## src/rtl/led_shift_out.sv

```systemverilog
// Serializes 8-bit words MSB-first into a 74HC595 chain (SER/SRCLK/RCLK); all outputs registered.
// Latency 17*DIV+2 cycles per word; pat_ready only in IDLE, duplicate words dropped there at zero latency.
module led_shift_out #(
  parameter int unsigned DIV         = 4,
  parameter bit          CHANGE_ONLY = 1'b1
) (
  input  logic       clk25,
  input  logic       rst_n,
  input  logic [7:0] pat_in,
  input  logic       pat_valid,
  output logic       pat_ready,
  output logic       ser_data,
  output logic       ser_clk,
  output logic       ser_latch,
  output logic       busy,
  output logic       done
);

  typedef enum logic [2:0] {
    IDLE,
    SHIFT_LO,
    SHIFT_HI,
    LATCH,
    DONE
  } state_t;

  localparam logic [7:0] PHASE_LAST = 8'(DIV - 1);

  state_t     state_q, state_d;
  logic [7:0] cnt_q, cnt_d;
  logic [2:0] idx_q, idx_d;
  logic [7:0] word_q, word_d;
  logic [7:0] last_word_q, last_word_d;
  logic       last_ok_q, last_ok_d;
  logic       ready_q, ready_d;
  logic       data_q, data_d;
  logic       sclk_q, sclk_d;
  logic       latch_q, latch_d;
  logic       busy_q, busy_d;
  logic       done_q, done_d;

  logic accept;
  logic phase_end;
  logic dup_word;

  assign accept    = pat_valid && ready_q;
  assign phase_end = (cnt_q == 8'd0);
  assign dup_word  = CHANGE_ONLY && last_ok_q && (pat_in == last_word_q);

  always_comb begin
    state_d     = state_q;
    cnt_d       = cnt_q;
    idx_d       = idx_q;
    word_d      = word_q;
    last_word_d = last_word_q;
    last_ok_d   = last_ok_q;
    ready_d     = ready_q;
    data_d      = data_q;
    sclk_d      = sclk_q;
    latch_d     = latch_q;
    busy_d      = busy_q;
    done_d      = 1'b0;

    case (state_q)
      IDLE: begin
        // A duplicate is consumed here simply by staying put with ready held high.
        if (accept && !dup_word) begin
          state_d = SHIFT_LO;
          cnt_d   = PHASE_LAST;
          idx_d   = 3'd7;
          word_d  = pat_in;
          ready_d = 1'b0;
          busy_d  = 1'b1;
          sclk_d  = 1'b0;
          data_d  = pat_in[7];
        end
      end

      SHIFT_LO: begin
        if (phase_end) begin
          state_d = SHIFT_HI;
          cnt_d   = PHASE_LAST;
          sclk_d  = 1'b1;
        end else begin
          cnt_d = cnt_q - 8'd1;
        end
      end

      SHIFT_HI: begin
        if (phase_end) begin
          cnt_d  = PHASE_LAST;
          sclk_d = 1'b0;
          if (idx_q == 3'd0) begin
            state_d = LATCH;
            data_d  = 1'b0;
            latch_d = 1'b1;
          end else begin
            state_d = SHIFT_LO;
            idx_d   = idx_q - 3'd1;
            data_d  = word_q[idx_q - 3'd1];
          end
        end else begin
          cnt_d = cnt_q - 8'd1;
        end
      end

      LATCH: begin
        if (phase_end) begin
          state_d     = DONE;
          cnt_d       = PHASE_LAST;
          latch_d     = 1'b0;
          busy_d      = 1'b0;
          done_d      = 1'b1;
          last_word_d = word_q;
          last_ok_d   = 1'b1;
        end else begin
          cnt_d = cnt_q - 8'd1;
        end
      end

      DONE: begin
        state_d = IDLE;
        cnt_d   = PHASE_LAST;
        ready_d = 1'b1;
      end

      default: begin
        state_d = IDLE;
        cnt_d   = PHASE_LAST;
        ready_d = 1'b1;
        busy_d  = 1'b0;
        sclk_d  = 1'b0;
        data_d  = 1'b0;
        latch_d = 1'b0;
      end
    endcase
  end

  always_ff @(posedge clk25) begin
    if (!rst_n) begin
      state_q     <= IDLE;
      cnt_q       <= 8'd0;
      idx_q       <= 3'd0;
      word_q      <= 8'h00;
      last_word_q <= 8'h00;
      last_ok_q   <= 1'b0;
      ready_q     <= 1'b1;
      data_q      <= 1'b0;
      sclk_q      <= 1'b0;
      latch_q     <= 1'b0;
      busy_q      <= 1'b0;
      done_q      <= 1'b0;
    end else begin
      state_q     <= state_d;
      cnt_q       <= cnt_d;
      idx_q       <= idx_d;
      word_q      <= word_d;
      last_word_q <= last_word_d;
      last_ok_q   <= last_ok_d;
      ready_q     <= ready_d;
      data_q      <= data_d;
      sclk_q      <= sclk_d;
      latch_q     <= latch_d;
      busy_q      <= busy_d;
      done_q      <= done_d;
    end
  end

  assign pat_ready = ready_q;
  assign ser_data  = data_q;
  assign ser_clk   = sclk_q;
  assign ser_latch = latch_q;
  assign busy      = busy_q;
  assign done      = done_q;

endmodule
```

## config.mk

```make
export PLATFORM = sky130hd
export DESIGN_NAME = led_shift_out
export DESIGN_NICKNAME = d
export VERILOG_FILES = /design/src/rtl/led_shift_out.sv
export SDC_FILE = /design/constraint.sdc
export NUM_CORES = 1
export LEC_CHECK = 0
export CAP_MARGIN = 10
export CORE_MARGIN = 2
export CORE_UTILIZATION = 42
export CTS_BUF_LIST = sky130_fd_sc_hd__clkbuf_16
export CTS_CLUSTER_DIAMETER = 200
export DETAILED_ROUTE_END_ITERATION = 12
export MAX_ROUTING_LAYER = met4
export PLACE_DENSITY = 0.65
export RECOVER_POWER = 25
export SLEW_MARGIN = 20
export SYNTH_ARGS = -nofsm -noshare
export SYNTH_HDL_FRONTEND = slang
export SYNTH_SLANG_ARGS = --single-unit
```

## constraint.sdc

```tcl
create_clock -name clk25 -period 1.9 [get_ports clk25]
set_input_delay 0.19 -clock clk25 [delete_from_list [all_inputs] [get_ports clk25]]
set_output_delay 0.19 -clock clk25 [all_outputs]
set_load 0.005 [all_outputs]
```

---- Yosys cells after proc, flatten, opt, wreduce, memory -nomap -nowiden ----
Cells that the tools add are included.
word-level totals
  output and inout bits ................... 6
  input bits .............................. 11
  register bits after elaboration ......... 37
  logic and storage cells ................. 84
cells by class
  reductions and logical operators ........ 23
  bitwise operators ....................... 5
  muxes and demuxes ....................... 30
  $lt $le $gt $ge ......................... 1
  add/sub/neg operators ................... 2
  equal/unequal tests ..................... 11
operator list
  cell                                                                          count
  3-bit 2-to-1 mux                                                              7
  8-bit 2-to-1 mux                                                              2
  8-bit case mux with 2 select lines                                            1
  4-bit AND reduction                                                           4
  2-bit != test, second input constant                                          6
  3-bit case mux with 4 select lines                                            1
  3-bit OR reduction                                                            4
  1-bit 2-to-1 mux                                                              11
  1-bit case mux with 3 select lines                                            3
  8-bit == test                                                                 1
  8-bit logical NOT                                                             1
  2-bit AND reduction                                                           4
  8-bit by 1-bit subtractor with 8-bit output, second input constant            1
  3-bit by 2-bit == test with 1-bit output, second input constant               2
  3-bit logical NOT                                                             2
  3-bit case mux with 2 select lines                                            1
  3-bit AND reduction                                                           2
  1-bit NOT                                                                     5
  3-bit by 4-bit less-than comparator with 1-bit output, second input constant  1
  1-bit case mux with 4 select lines                                            1
  1-bit binary-select mux with 3-bit select                                     1
  3-bit by 1-bit == test with 1-bit output, second input constant               1
  3-bit == test, second input constant                                          1
  1-bit logical AND                                                             3
  other kinds (6)                                                               6

---- Longest topological paths before layout ----
Gate-level depths: netlist (run 1).
  word-level depth ........................ 6
  depth in mapped cells ................... 9
  mapped depth without buffers ............ 7

---- Worst setup path before layout (run 1) ----
OpenSTA, ideal clock, no wires.
  path type ............................... register to register
  start point ............................. reg cnt_q[0]
  end point ............................... reg last_word_q[0]
  cell stages (with the launch flop) ...... 10
  library setup time ...................... 0.128 ns
  setup slack ............................. -0.105 ns
  data required time ...................... 1.772 ns
  period minus slack after synthesis ...... 2.005 ns
  arrival ................................. 1.878 ns
  path buffers ............................ 2
  cell sequence ........................... dfxtp_1 > inv_1 > ha_1 > or3b_2 > or2_1 > buf_6 > nor3_4 > buf_6 > mux2i_1 > nor2_1
on the way
  longest elaborated chain between the ends .. 2
ends and longest elaborated chain
  what                           line  text
  start: declaration             30    logic [7:0] cnt_q, cnt_d;
  start signal: assignment       155   cnt_q <= cnt_d;
  8-bit logical NOT              47    assign phase_end = (cnt_q == 8'd0);
  2-bit AND reduction (no line)  -
  end signal: assignment         158   last_word_q <= last_word_d;
  end: declaration               33    logic [7:0] last_word_q, last_word_d;
Every way passes these cells.
A chain may end at the register's enable or synchronous reset.

---- Worst setup path in the final report (run 1) ----
  start point ............................. reg cnt_q[0]
  end point ............................... reg last_word_q[1]
The elaborated chain is that of the path after synthesis.

==> flow_metrics.tcl, run 1 <==
set metrics [dict create \
    status "complete, no violations" \
    cts_tree "built" \
    drtPass1Iterations 4 \
    min_period_ps 1880 \
    via_per_inst 5.34 \
    synth-seq-area-share_pct 39.3 \
    crit_arrival_ps 2060 \
    cts.sinks 37 \
    synth_cells 208 \
    peakVddDrop_mv 0.593 \
    synth_area_sq_um 1890 \
    die_x_microns 71.0 \
    io_pins 17 \
    final.period_utilization_pct 99.0 \
    hold_class "reg -> reg" \
    grt_max_degree 21 \
    wl_met1_microns 2000 \
    yosysUniqueCellTypes 45 \
    hold_violations 0 \
    place.gp.congestion 0.841 \
    fp.coreArea_sq_um 4350 \
    drtIter0Drc 154 \
    leakage_nw 0.982 \
    synth_xor_area_share_pct 4.18 \
    cp-end-kind "register" \
    dieArea_sq_um 5040 \
    grt_pass1_wl_microns 7100 \
    yosys.area_share.simple_pct 20.4 \
    drv_slew 0 \
    synthAdderAreaFrac_pct 2.65 \
    post-route-drc-count 0 \
    clk_path_buf_depth 2 \
    worstPathMaxFanout 9 \
    muxShareOfSynthArea_pct 12.1 \
    ys_ff_latch 37 \
    routedWlPerCell_microns 13.5 \
    ys_warn_count 0 \
    routed-wl-met2_microns 1840 \
    detail-route-antenna-nets 0 \
    numCtsBuffers 5 \
    place.port_buffers 16 \
    synth-main-ff-cell "dfxtp_1" \
    post_dp_cell_area_sq_um 2270 \
    grt_pass1_vias 1547 \
    synth_area_leaders "dfxtp_1 (39%), mux2i_1 (8.5%), nand2_1 (4.2%)" \
    hold_buffers 0 \
    async_flop_share_pct 0 \
    worstSetupPathType "reg -> reg" \
    dp_slack_ps -288 \
    yosys.area.top_type_share_pct 39.3 \
    clock_skew_ps 5.29 \
    vias 1607 \
    grtUsageTotal_pct 18.7 \
    worstPathRequired_ps 2080 \
    post-place-cells 292 \
    dieHeight_microns 71.0 \
    top_layer "met4" \
    synth_top_family_by_area "simple AND/OR/NAND/NOR gates" \
    hold_slack_ps 454 \
    tns_ps 0 \
    worst_slew_pin_slew_ps 491 \
    routed_wl_microns 4060 \
    hpwl_microns 2980 \
    syn_area_per_cell_sq_um 9.07 \
    num_rows 24 \
    synth_fp_nets 223 \
    drive_gt1_share_pct 20.9 \
    grt_antenna_before_repair 0 \
    syn2layout_area_growth_pct 30.2 \
    finalPower_mw 4.09 \
    fin_ws_ps 19.4 \
    final_util_pct 56.4 \
    final_cells 301 \
    fin_area_sq_um 2460 \
    fin_nets 263 \
    maxCapViolCount 0 \
    rsz0062_at_grt "yes" \
    synth_compound_area_share_pct 16.2 \
    clock_latency_ps 280 \
    n_antenna_cell 0 \
    gr-total-overflow 0 \
    yosysTopAreaCell "dfxtp_1" \
    netlist_top_cells_count "dfxtp_1 (37), nand2_1 (21), nor2_1 (19)" \
    slew_headroom_pct 67.2 \
    power.density_nw_per_um2 1670 \
    cts_max_level 2 \
    setup_viol 0 \
    max_freq_mhz 532 \
    clkSlewWorstSetupHoldPaths_ps 60 \
    cp-start-kind "register" \
    yosysMostFrequentCell "dfxtp_1" \
    clock-root-buffer "clkbuf_16" \
    initial_core_util_pct 43.3 \
    wl_met3_microns 150 \
    synth_edf_count 0 \
]
==> worst max-delay path: stages, from the launching register on <==
cell and delay, ps:
dfxtp_1 310, inv_1 70, ha_1 140, or3b_4 370, or2_4 300, nor3_4 160, buf_12 160, mux2i_1 190
nor2_1 60
==> path summary, 6_finish.rpt <==
| kind | endpoint | start | slack, ps | cells after the start |
|---|---|---|---|---|
| setup / recovery | last_word_q[1]$_SDFFE_PN0P_ | cnt_q[0]$_SDFFE_PN0P_ | 20 | 8 |
| hold / removal | ser_clk$_SDFFE_PN0P_ | ser_clk$_SDFFE_PN0P_ | 450 | 2 |
| setup reg to reg | last_word_q[1]$_SDFFE_PN0P_ | cnt_q[0]$_SDFFE_PN0P_ | 20 | 8 |
| hold reg to reg | ser_clk$_SDFFE_PN0P_ | ser_clk$_SDFFE_PN0P_ | 450 | 2 |
==> layer usage <==
metal / track usage (%) / up-vias
li1: - / 829
met1: 24.8 / 748
met2: 27.2 / 23
met4: 7.34 / 0
met5: - / -
met3: 4.84 / 7
==> what timing repair did <==
action                                  in CTS  in global routing
gates resized for setup                      2                  1
setup buffers                                0                  1
pin swaps                                    0                  1
endpoints found under the setup margin      12                 13
==> kinds of logic (layout without fill, tap and decap cells) <==
logic type	after synthesis	after routing
flip-flops	37	37
buffers and inverters	20	61
adder cells (fa/ha/maj)	4	4
AND/OR/NAND/NOR	74	74
XOR/XNOR	9	9
multiplexers	20	20
AO/OA/AOI/OAI	44	44
==> flip-flops by register name, summed over array words and instances, names as in the netlist <==
signal,cells
cnt_q,8
last_word_q,8
word_q,8
idx_q,3
state_q,3
busy,1
done,1
last_ok_q,1
pat_ready,1
ser_clk,1
ser_data,1
ser_latch,1
==> cell usage in the layout (no fill, tap or decap), drive strengths merged, types with 5 or more instances in the layout <==
| cell type | instances |
|---|---|
| dfxtp | 37 |
| buf | 29 |
| nand2 | 21 |
| nor2 | 19 |
| mux2i | 16 |
| o21ai | 11 |
| clkdlybuf4s50 | 10 |
| nor3 | 10 |
| inv | 7 |
| xor2 | 7 |
| a211oi | 7 |
| a31oi | 6 |
| dlygate4sd3 | 6 |
| clkbuf | 5 |
==> layout make-up <==
type                       instances  area (sq um)
clock buffer                       5           125
clock inverter                     3          46.3
fill                             392          1900
inverter                           8          30.0
multi-input combinational        151          1060
sequential                        37           741
tap                               52          65.1
timing repair buffer              45           390
==> power by group <==
part / switching [mW] / total [mW] / internal (mW)
clock network: 0.327 / 0.947 / 0.620
logic: 0.994 / 2.01 / 1.02
registers: 0.154 / 1.13 / 0.979
total: 1.47 / 4.09 / 2.62
Power figures use the tool's default switching activity.
==> run 2, diff against run 1 <==
Settings changed: CTS_CLUSTER_DIAMETER 200 to 150, PLACE_DENSITY 0.65 to 0.62.
Clock period 1.9 ns to 2.3 ns, I/O delays scaled along.
==> flow_metrics.tcl, run 2 (synthesis gave the netlist of run 1 again) <==
set metrics [dict create \
    hpwl_microns 2710 \
    switchingPower_mw 1.13 \
    num_rows 24 \
    cts_tree "built" \
    cts_max_level 2 \
    clock_skew_ps 5.21 \
    crit_arrival_ps 2230 \
    detail-route-antenna-nets 0 \
    die_x_microns 71.0 \
    cp-end-kind "register" \
    worst_slew_pin_slew_ps 538 \
    io_pins 17 \
    final_cell_mix "dfxtp_1 (37), nand2_1 (21), nor2_1 (19), mux2i_1 (16), o21ai_0 (11)" \
    hold_violations 0 \
    dp_slack_ps 57.3 \
    post-route-drc-count 0 \
    vias 1522 \
    routedWlPerCell_microns 13.4 \
    clock_latency_ps 280 \
    final_util_pct 51.8 \
    path_delay_family "simple AND/OR/NAND/NOR gates" \
    drive_gt1_share_pct 11.8 \
    rsz0062_at_grt "no" \
    p_comb_share_pct 44.9 \
    pwr-share-seq_pct 32.9 \
    power.density_nw_per_um2 1300 \
    max_freq_mhz 483 \
    clkSlewWorstSetupHoldPaths_ps 50 \
    status "complete, no violations" \
    fp.coreArea_sq_um 4350 \
    slew_headroom_pct 63.8 \
    gr-total-overflow 0 \
    final.period_utilization_pct 90.1 \
    initial_core_util_pct 43.3 \
    min_period_ps 2070 \
    hold_slack_ps 450 \
    fin_ws_ps 228 \
    layout_commonest_cell "dfxtp_1" \
    busiest_layer "met1" \
    peakVddDrop_mv 0.465 \
    numCtsBuffers 5 \
    drtIter0Drc 102 \
    worstSetupPathType "reg -> reg" \
    clockPowerShare_pct 22.2 \
    clock-root-buffer "clkbuf_16" \
    drv_slew 0 \
    worstPathCellList "inv_1 > ha_1 > or3b_2 > or2_4 > nor3_4 > buf_12 > mux2i_1 > nor2_1" \
    dieHeight_microns 71.0 \
    cp-start-kind "register" \
    dieArea_sq_um 5040 \
    crit_path_max_incr_delay_ps 490 \
    grtUsageMet2_pct 22.7 \
    routed_wl_microns 3750 \
    grt_pass1_wl_microns 6470 \
    hold_buffers 0 \
    grtUsageMet1_pct 24.4 \
    grt_max_degree 27 \
    maxCapViolCount 0 \
    p_int_mw 1.80 \
    place.gp.congestion 0.763 \
    worstPathMaxFanout 9 \
    drtPass1Iterations 4 \
    hold_class "reg -> reg" \
    fin_nets 242 \
    tns_ps 0 \
    grt_pass1_vias 1342 \
    post_dp_cell_area_sq_um 2120 \
    setup_viol 0 \
    worstPathRequired_ps 2450 \
    place.port_buffers 16 \
    grtUsageTotal_pct 16.8 \
    power_switching_share_pct 38.5 \
    via_per_inst 5.44 \
    clk_path_buf_depth 2 \
    reg_top3 "cnt_q: 8 flops, last_word_q: 8 flops, word_q: 8 flops" \
    use_met3_pct 2.99 \
    cts.sinks 37 \
    path_buf_inv 2 \
    slowest_stage "or3b_2" \
    n_antenna_cell 0 \
    fin_area_sq_um 2250 \
    grt_antenna_before_repair 0 \
    syn2layout_area_growth_pct 19.4 \
    leakage_nw 0.861 \
]
[run 2: layout make-up]
cell class	instances	area (sq um)
Timing Repair Buffer	24	225
Multi-Input combinational cell	151	1050
Clock buffer	5	125
Inverter	8	30.0
Sequential cell	37	741
Tap cell	52	65.1
Clock inverter	3	17.5
Fill cell	417	2100
[run 2: worst paths after layout]
| kind | cells past startpoint | slack, ps | endpoint | startpoint |
|---|---|---|---|---|
| min | 2 | 450 | ser_clk$_SDFFE_PN0P_ | ser_clk$_SDFFE_PN0P_ |
| min reg2reg | 2 | 450 | ser_clk$_SDFFE_PN0P_ | ser_clk$_SDFFE_PN0P_ |
| max | 8 | 230 | last_word_q[6]$_SDFFE_PN0P_ | cnt_q[0]$_SDFFE_PN0P_ |
| max reg2reg | 8 | 230 | last_word_q[6]$_SDFFE_PN0P_ | cnt_q[0]$_SDFFE_PN0P_ |
[run 2: power by group through the flow]
stage / combinational (mW) / clock [mW] / sequential, mW
5_1_grt: 1.46 / 0.694 / 1.00
3_5_place_dp: 1.33 / 0 / 0.978
4_1_cts: 1.34 / 0.671 / 0.966
2_1_floorplan: 1.04 / 0 / 0.935
3_3_place_gp: 1.34 / 0 / 0.980
6_report: 1.32 / 0.651 / 0.965
[run 2: worst register-to-register path, delay by kind of cell (launching register included)]
kind / cells / cell delay [ps]
and+or+nand+nor: 4 / 1060
buffers and inverters: 2 / 250
DFF: 1 / 330
adders and majority gates: 1 / 130
muxes: 1 / 190
[run 2: metrics by stage]
stage	std cells	power, mW
2_1_floorplan	208	1.98
3_3_place_gp	272	2.32
3_5_place_dp	272	2.31
4_1_cts	280	2.97
5_1_grt	280	3.16
6_report	280	2.93
[run 2: what timing repair did]
action,4_1_cts,5_1_grt
buffers inserted,0,0
hold endpoints to repair,0,0
gates resized for setup,0,1
endpoints found under the setup margin,0,2
[run 2: metal layers]
metal  up-vias  share of wire, %  wire [microns]
met4         0               1.8              66
li1        786                 -               -
met3         7               3.6             135
met2        28                43            1610
met1       701                52            1930
met5         -                 0               0
